**src/rtl/lzc_normalizer.sv**
```systemverilog
// Pipelined leading-zero counter and left normaliser with a saturating shift total.
// Define LZC_PIPE_STAGE_EN to register the nibble results ahead of the priority/shift stage.
module lzc_normalizer #(
  parameter int RANGE_WIDTH = 16,
  parameter int D_SIZE      = 5,
  parameter int CNT_WIDTH   = 24
) (
  input  logic                   clk,
  input  logic                   reset,
  input  logic                   in_valid,
  output logic                   in_ready,
  input  logic [RANGE_WIDTH-1:0] in_range,
  output logic                   out_valid,
  input  logic                   out_ready,
  output logic [D_SIZE-1:0]      out_lzc,
  output logic [RANGE_WIDTH-1:0] out_norm,
  output logic                   out_zero,
  input  logic                   clr_total,
  output logic [CNT_WIDTH-1:0]   total_shift
);

  localparam int NIB   = RANGE_WIDTH / 4;
  localparam int SUM_W = ((CNT_WIDTH > D_SIZE) ? CNT_WIDTH : D_SIZE) + 1;
  localparam logic [SUM_W-1:0] SUM_MAX = SUM_W'({CNT_WIDTH{1'b1}});

  function automatic logic [1:0] nib_count(input logic [3:0] n);
    casez (n)
      4'b1???: nib_count = 2'd0;
      4'b01??: nib_count = 2'd1;
      4'b001?: nib_count = 2'd2;
      default: nib_count = 2'd3;
    endcase
  endfunction

  // Nibble k is counted from the MSB end of the word.
  logic [NIB-1:0]      nib_nz;
  logic [NIB-1:0][1:0] nib_cnt;

  always_comb begin
    for (int k = 0; k < NIB; k++) begin
      nib_nz[k]  = |in_range[RANGE_WIDTH-1-4*k -: 4];
      nib_cnt[k] = nib_count(in_range[RANGE_WIDTH-1-4*k -: 4]);
    end
  end

  logic                   stage2_ready;
  logic                   p_valid;
  logic [RANGE_WIDTH-1:0] p_range;
  logic [NIB-1:0]         p_nz;
  logic [NIB-1:0][1:0]    p_cnt;

  logic                   out_valid_q, out_valid_d;

  assign stage2_ready = !out_valid_q | out_ready;

`ifdef LZC_PIPE_STAGE_EN
  logic                   s1_valid_q, s1_valid_d;
  logic [RANGE_WIDTH-1:0] s1_range_q, s1_range_d;
  logic [NIB-1:0]         s1_nz_q, s1_nz_d;
  logic [NIB-1:0][1:0]    s1_cnt_q, s1_cnt_d;

  assign in_ready = !s1_valid_q | stage2_ready;

  always_comb begin
    s1_valid_d = s1_valid_q;
    s1_range_d = s1_range_q;
    s1_nz_d    = s1_nz_q;
    s1_cnt_d   = s1_cnt_q;
    if (in_ready) begin
      s1_valid_d = in_valid;
      if (in_valid) begin
        s1_range_d = in_range;
        s1_nz_d    = nib_nz;
        s1_cnt_d   = nib_cnt;
      end
    end
  end

  always_ff @(posedge clk) begin
    if (reset) begin
      s1_valid_q <= 1'b0;
      s1_range_q <= '0;
      s1_nz_q    <= '0;
      s1_cnt_q   <= '0;
    end else begin
      s1_valid_q <= s1_valid_d;
      s1_range_q <= s1_range_d;
      s1_nz_q    <= s1_nz_d;
      s1_cnt_q   <= s1_cnt_d;
    end
  end

  assign p_valid = s1_valid_q;
  assign p_range = s1_range_q;
  assign p_nz    = s1_nz_q;
  assign p_cnt   = s1_cnt_q;
`else
  assign in_ready = stage2_ready;
  assign p_valid  = in_valid;
  assign p_range  = in_range;
  assign p_nz     = nib_nz;
  assign p_cnt    = nib_cnt;
`endif

  // Scanning from the LSB nibble upward lets the most significant non-zero nibble win.
  logic [D_SIZE-1:0]      p_lzc;
  logic [RANGE_WIDTH-1:0] p_norm;
  logic                   p_zero;

  always_comb begin
    p_lzc = D_SIZE'(RANGE_WIDTH);
    for (int k = NIB - 1; k >= 0; k--) begin
      if (p_nz[k]) p_lzc = D_SIZE'(4 * k) + D_SIZE'(p_cnt[k]);
    end
    p_norm = p_range << p_lzc;
    p_zero = ~|p_nz;
  end

  logic [D_SIZE-1:0]      out_lzc_q, out_lzc_d;
  logic [RANGE_WIDTH-1:0] out_norm_q, out_norm_d;
  logic                   out_zero_q, out_zero_d;

  always_comb begin
    out_valid_d = out_valid_q;
    out_lzc_d   = out_lzc_q;
    out_norm_d  = out_norm_q;
    out_zero_d  = out_zero_q;
    if (stage2_ready) begin
      out_valid_d = p_valid;
      if (p_valid) begin
        out_lzc_d  = p_lzc;
        out_norm_d = p_norm;
        out_zero_d = p_zero;
      end
    end
  end

  always_ff @(posedge clk) begin
    if (reset) begin
      out_valid_q <= 1'b0;
      out_lzc_q   <= '0;
      out_norm_q  <= '0;
      out_zero_q  <= 1'b0;
    end else begin
      out_valid_q <= out_valid_d;
      out_lzc_q   <= out_lzc_d;
      out_norm_q  <= out_norm_d;
      out_zero_q  <= out_zero_d;
    end
  end

  // Clear takes effect before the add so a coincident beat still counts.
  logic [CNT_WIDTH-1:0] total_q, total_d;
  logic [SUM_W-1:0]     total_sum;

  always_comb begin
    total_sum = clr_total ? '0 : SUM_W'(total_q);
    if (out_valid_q && out_ready) total_sum = total_sum + SUM_W'(out_lzc_q);
    total_d = (total_sum > SUM_MAX) ? {CNT_WIDTH{1'b1}} : total_sum[CNT_WIDTH-1:0];
  end

  always_ff @(posedge clk) begin
    if (reset) total_q <= '0;
    else       total_q <= total_d;
  end

  assign out_valid   = out_valid_q;
  assign out_lzc     = out_lzc_q;
  assign out_norm    = out_norm_q;
  assign out_zero    = out_zero_q;
  assign total_shift = total_q;

endmodule

```
**config.mk**
```make
export PLATFORM = sky130hd
export DESIGN_NAME = lzc_normalizer
export DESIGN_NICKNAME = d
export VERILOG_FILES = /design/src/rtl/lzc_normalizer.sv
export SDC_FILE = /design/constraint.sdc
export NUM_CORES = 1
export LEC_CHECK = 0
export ABC_AREA = 0
export BUFFER_PORTS_ARGS = -buffer_cell sky130_fd_sc_hd__buf_4
export CAP_MARGIN = 5
export CORE_AREA = 2 2 79 81
export CTS_CLUSTER_DIAMETER = 150
export CTS_CLUSTER_SIZE = 12
export DETAILED_ROUTE_END_ITERATION = 6
export DIE_AREA = 0 0 81 83
export GPL_ROUTABILITY_DRIVEN = 0
export PLACE_DENSITY_LB_ADDON = 0.1
export SETUP_SLACK_MARGIN = 0.05
export SYNTH_ARGS = -nofsm -noshare
export SYNTH_HDL_FRONTEND = slang
export SYNTH_SLANG_ARGS = --single-unit
```
**constraint.sdc**
```tcl
create_clock -name clk -period 4.1 [get_ports clk]
set_clock_uncertainty 0.2 [all_clocks]
set_input_delay 0.82 -clock clk [delete_from_list [all_inputs] [get_ports clk]]
set_output_delay 0.82 -clock clk [all_outputs]
set_load 0.05 [all_outputs]
```
# Word-level counts from Yosys, hierarchy flattened
# Index checks and enable logic that the tools add are counted.
# totals
reg_bits,47
input_bits,21
out_inout_bits,48
word_cells,40
# classes
add_sub_neg,4
n_lt_le_gt_ge,1
eq_ne,8
shift,1
n_mux,11
n_bitwise,1
reduce_logical,9
# op_table
operator,n
24-bit two-way mux,2
24-bit by 5-bit adder with 25-bit output,1
25-bit by 24-bit greater-than comparator with 1-bit output (second input constant),1
25-bit two-way mux,1
2-bit case mux with 3 select lines,4
5-bit two-way mux,4
16-bit OR reduction,1
4-bit OR reduction,4
16-bit by 5-bit left shift with 16-bit output,1
3-bit by 1-bit equality test with 1-bit output (second input constant),4
4-bit by 2-bit adder with 5-bit output (first input constant),2
2-bit by 1-bit equality test with 1-bit output (second input constant),4
3-bit by 2-bit adder with 4-bit output (first input constant),1
1-bit logical NOT,2
2-bit AND reduction,1
1-bit logical AND,1
1-bit bitwise OR,1

# Depth between registers and ports, before layout
# logic_depth
depth_word,8
ltp_mapped,13
mapped_depth_nobuf,10

# Least setup slack after synthesis
# Ideal clock, no wire load.
# synth_timing
path_type,input -> register
start,input clr_total
end,"register total_q[11], in the netlist total_shift[11]"
t_arrival_ps,3464
required_ps,3772
setup_slack_ps,309
stages,13
n_path_buf,3
cell_sequence,clkbuf_1 -> clkbuf_1 -> nor2b_1 -> ha_1 -> fa_1 -> a21oi_1 -> o21ai_1 -> a311oi_1 -> nor2_1 -> nand3_1 -> clkbuf_1 -> a21boi_1 -> nor2_1
# synth_via
elab_chain_len,5
# synth_rtl
element,line,rtl
start: declaration,18,"input logic clr_total,"
24-bit two-way mux *,157,total_sum = clr_total ? '0 : SUM_W'(total_q);
24-bit by 5-bit adder with 25-bit output,158,if (out_valid_q && out_ready) total_sum = total_sum + SUM_W'(out_lzc_q);
25-bit two-way mux *,158,
25-bit by 24-bit greater-than comparator with 1-bit output,159,total_d = (total_sum > SUM_MAX) ? {CNT_WIDTH{1'b1}} : total_sum[CNT_WIDTH-1:0];
24-bit two-way mux *,159,
end signal: assignment,164,else total_q <= total_d;
end: declaration,153,"logic [CNT_WIDTH-1:0] total_q, total_d;"
# Mark *: on every way between the ends. The rest lies on a longest branch, timed or not.
# A chain may end at the register's enable or synchronous reset.

# Worst setup path after layout
# layout_timing
start,input clr_total
end,"register total_q[19], in the netlist total_shift[19]"
# The elaborated chain is that of the path after synthesis.

==> flow_summary.yaml <==
logic_synthesis:
  yosysWarnings: 0
  syn_nets: 431
  ys_seq_elements: 47
  synth_edf_count: 0
  syn_avg_cell_area_um2: 7.71
  ys_types: 72
  syn_area_mm2: 0.00313
  synthArstFlopShare_pct: 0
  synth_ff_type: "dfxtp_1"
  synth_cells: 406
  seq_area_frac_synth_pct: 30.0
worst_setup_path:
  startpoint_type: "input pin"
  path_cells: "buf_4, nor2b_1, ha_1, fa_1, inv_1, a221oi_1, a311oi_1, buf_4, nor2_1, nand3_1, buf_4, o21a_1, nor2_1"
  critPathKind: "input pin to flop"
  critical_path.max_fanout: 19
  cp_common_cell: "buf_4"
  slowest_delay_ns: 0.36
  critical_path_arrival_ns: 3.46
  critPathCaptureType: "flop"
  path_buf_inv: 4
  crit_slowest_cell: "nand3_1"
  critPathRequiredTime_ns: 4.15
  path_delay_family: "simple AND/OR/NAND/NOR gates"
hold_path:
  holdCritPathClass: "flop to flop"
clock_network:
  cts_root_buf: "clkbuf_8"
  htreeDepth: 2
  cts.path.max_buffers: 2
  cts_setup_buffers: 0
  hold_buffers: 0
  cts_tree: "built"
  clk_latency_ns: 0.30
  cts_resized: 0
  cts_sinks: 47
  clk_pin_slew_worst_paths_ns: 0.10
  cts_buffers: 5
route:
  first_pass_iters: 5
  wirelength_um: 8810
  via_count: 3324
  post-route-drc-count: 0
  wire_per_inst_um: 16.3
  drt_iter0_markers: 200
  via_per_inst: 6.13
  drt.antenna.violating_nets: 0
final_layout:
  fin_nets: 491
  fin_util_pct: 65.3
  drive_gt1_share_pct: 21.0
  nFillCells: 549
  areaGrowthSynthToFinish_pct: 21.2
  layout_commonest_cell: "buf_4"
  layout_common_cells: "buf_4 (73), a21oi_1 (47), dfxtp_1 (47)"
  diodes: 0
  instances_no_fill: 542
sta:
  holdWs_ns: 0.265
  fmax_mhz: 293
  maxSlewViolCount: 0
  layout_min_cycle_time_ns: 3.42
  max-slew-margin-rel_pct: 39.1
  worstMarginPinSlew_ns: 0.910
  fin_crit_sh_pct: 83.3
  setup_viol: 0
  hold_violations: 0
  fin_setup_tns_ns: 0
  rsz0062_at_grt: "no"
floorplanning:
  rows: 28
  start_util_pct: 53.9
  io_pins: 69
  die_h_um: 83
  coreArea_mm2: 0.00582
  die_x_um: 81
  die_area_mm2: 0.00672
grt:
  track_usage_pct: 26.9
  antenna_found_initial: 0
  grt_pass1_wl_um: 14700
  overflow: 0
  grt_pass1_vias: 3081
  grt_max_degree: 43
pwr:
  ir_worst_vdd_v: 0.000178
  p_per_area_mw_per_mm2: 291
  leakagePower_nw: 1.51
job:
  drv_cap: 0
outcome:
  status: "completed"
placement:
  place_inst: 534
  portBuffers: 68
  dp_hpwl_um: 6600
## tightest hold or removal path, stage by stage, from the launching register on
cell and delay [ns]:
dfxtp_1 0.32, nand2_1 0.05, a21oi_1 0.05
## power by group
group          switching (W)  total [W]  internal [W]
Combinational       0.000171   0.000254     0.0000829
Sequential         0.0000107   0.000483      0.000472
Clock               0.000167   0.000368      0.000201
Total               0.000349    0.00111      0.000756
## registers in the layout, summed over array words and instances (netlist names)
| register | cells |
|---|---|
| out_norm | 16 |
| total_shift | 24 |
| out_zero | 1 |
| out_lzc | 5 |
| out_valid | 1 |
## kinds of logic (layout without fill, tap and decap cells)
family                     after synthesis  count (layout)  share of synthesized area, %
AOI/OAI and AO/OA                      133             133                          28.0
xor gates and xnor gates                19              19                          5.31
adders and majority gates                5               5                          2.16
buffers and inverters                   35              96                          4.95
DFF                                     47              47                          30.0
muxes                                    7               7                          2.72
and+or+nand+nor                        160             160                          26.8
## layout make-up
cell class | instances | area, µm² | area share, %
Clock buffer | 6 | 82.6 | 2.18
Clock inverter | 2 | 38.8 | 1.02
Inverter | 15 | 56.3 | 1.48
Multi-Input combinational cell | 324 | 2040 | 53.6
Sequential cell | 47 | 941 | 24.8
Tap cell | 75 | 93.8 | 2.47
Timing Repair Buffer | 73 | 548 | 14.4
## path summary, 6_finish.rpt
path,start,slack (ns),end,cells after the start
worst min-delay path,out_norm[2]$_SDFFE_PP0P_,0.26,out_norm[2]$_SDFFE_PP0P_,2
worst max register to register,total_shift[0]$_SDFF_PP0_,1.04,total_shift[19]$_SDFF_PP0_,12
worst max-delay path,clr_total,0.68,total_shift[19]$_SDFF_PP0_,13
worst min register to register,out_norm[2]$_SDFFE_PP0P_,0.26,out_norm[2]$_SDFFE_PP0P_,2
## per-layer routing
layer / wire (µm) / global-route usage, %
met5: 0 / 0
met4: 238 / 8.94
met3: 606 / 3.59
met2: 4330 / 46.1
met1: 3630 / 34.2
## per-stage QoR
step | area (µm²) | power (W) | setup WS [ns]
floorplan | 3130 | 0.000663 | 0.309
global placement | 3670 | 0.000742 | 0.574
detailed placement | 3670 | 0.000744 | 0.459
CTS | 3800 | 0.00111 | 0.689
global route | 3800 | 0.00115 | 0.506
finish | 3800 | 0.00111 | 0.683
## Yosys cell counts (all sizes together) (5+ instances only)
library cell	instances	area [µm²]
a21boi	5	41.3
and2	5	31.3
xnor2	14	123
a211oi	7	52.6
nor2b	12	75.1
nand2	38	145
a311oi	5	43.8
xor2	5	43.8
nor2	37	139
clkbuf	12	45.0
nand3	18	103
inv	15	56.3
dfxtp	47	941
nor4	8	77.6
a31oi	5	31.3
buf	8	53.8
a22oi	9	67.6
nand4	5	31.3
o21ai	20	100
and3	9	62.6
a21oi	48	244
nor3	11	55.1
Power figures use the tool's default switching activity.
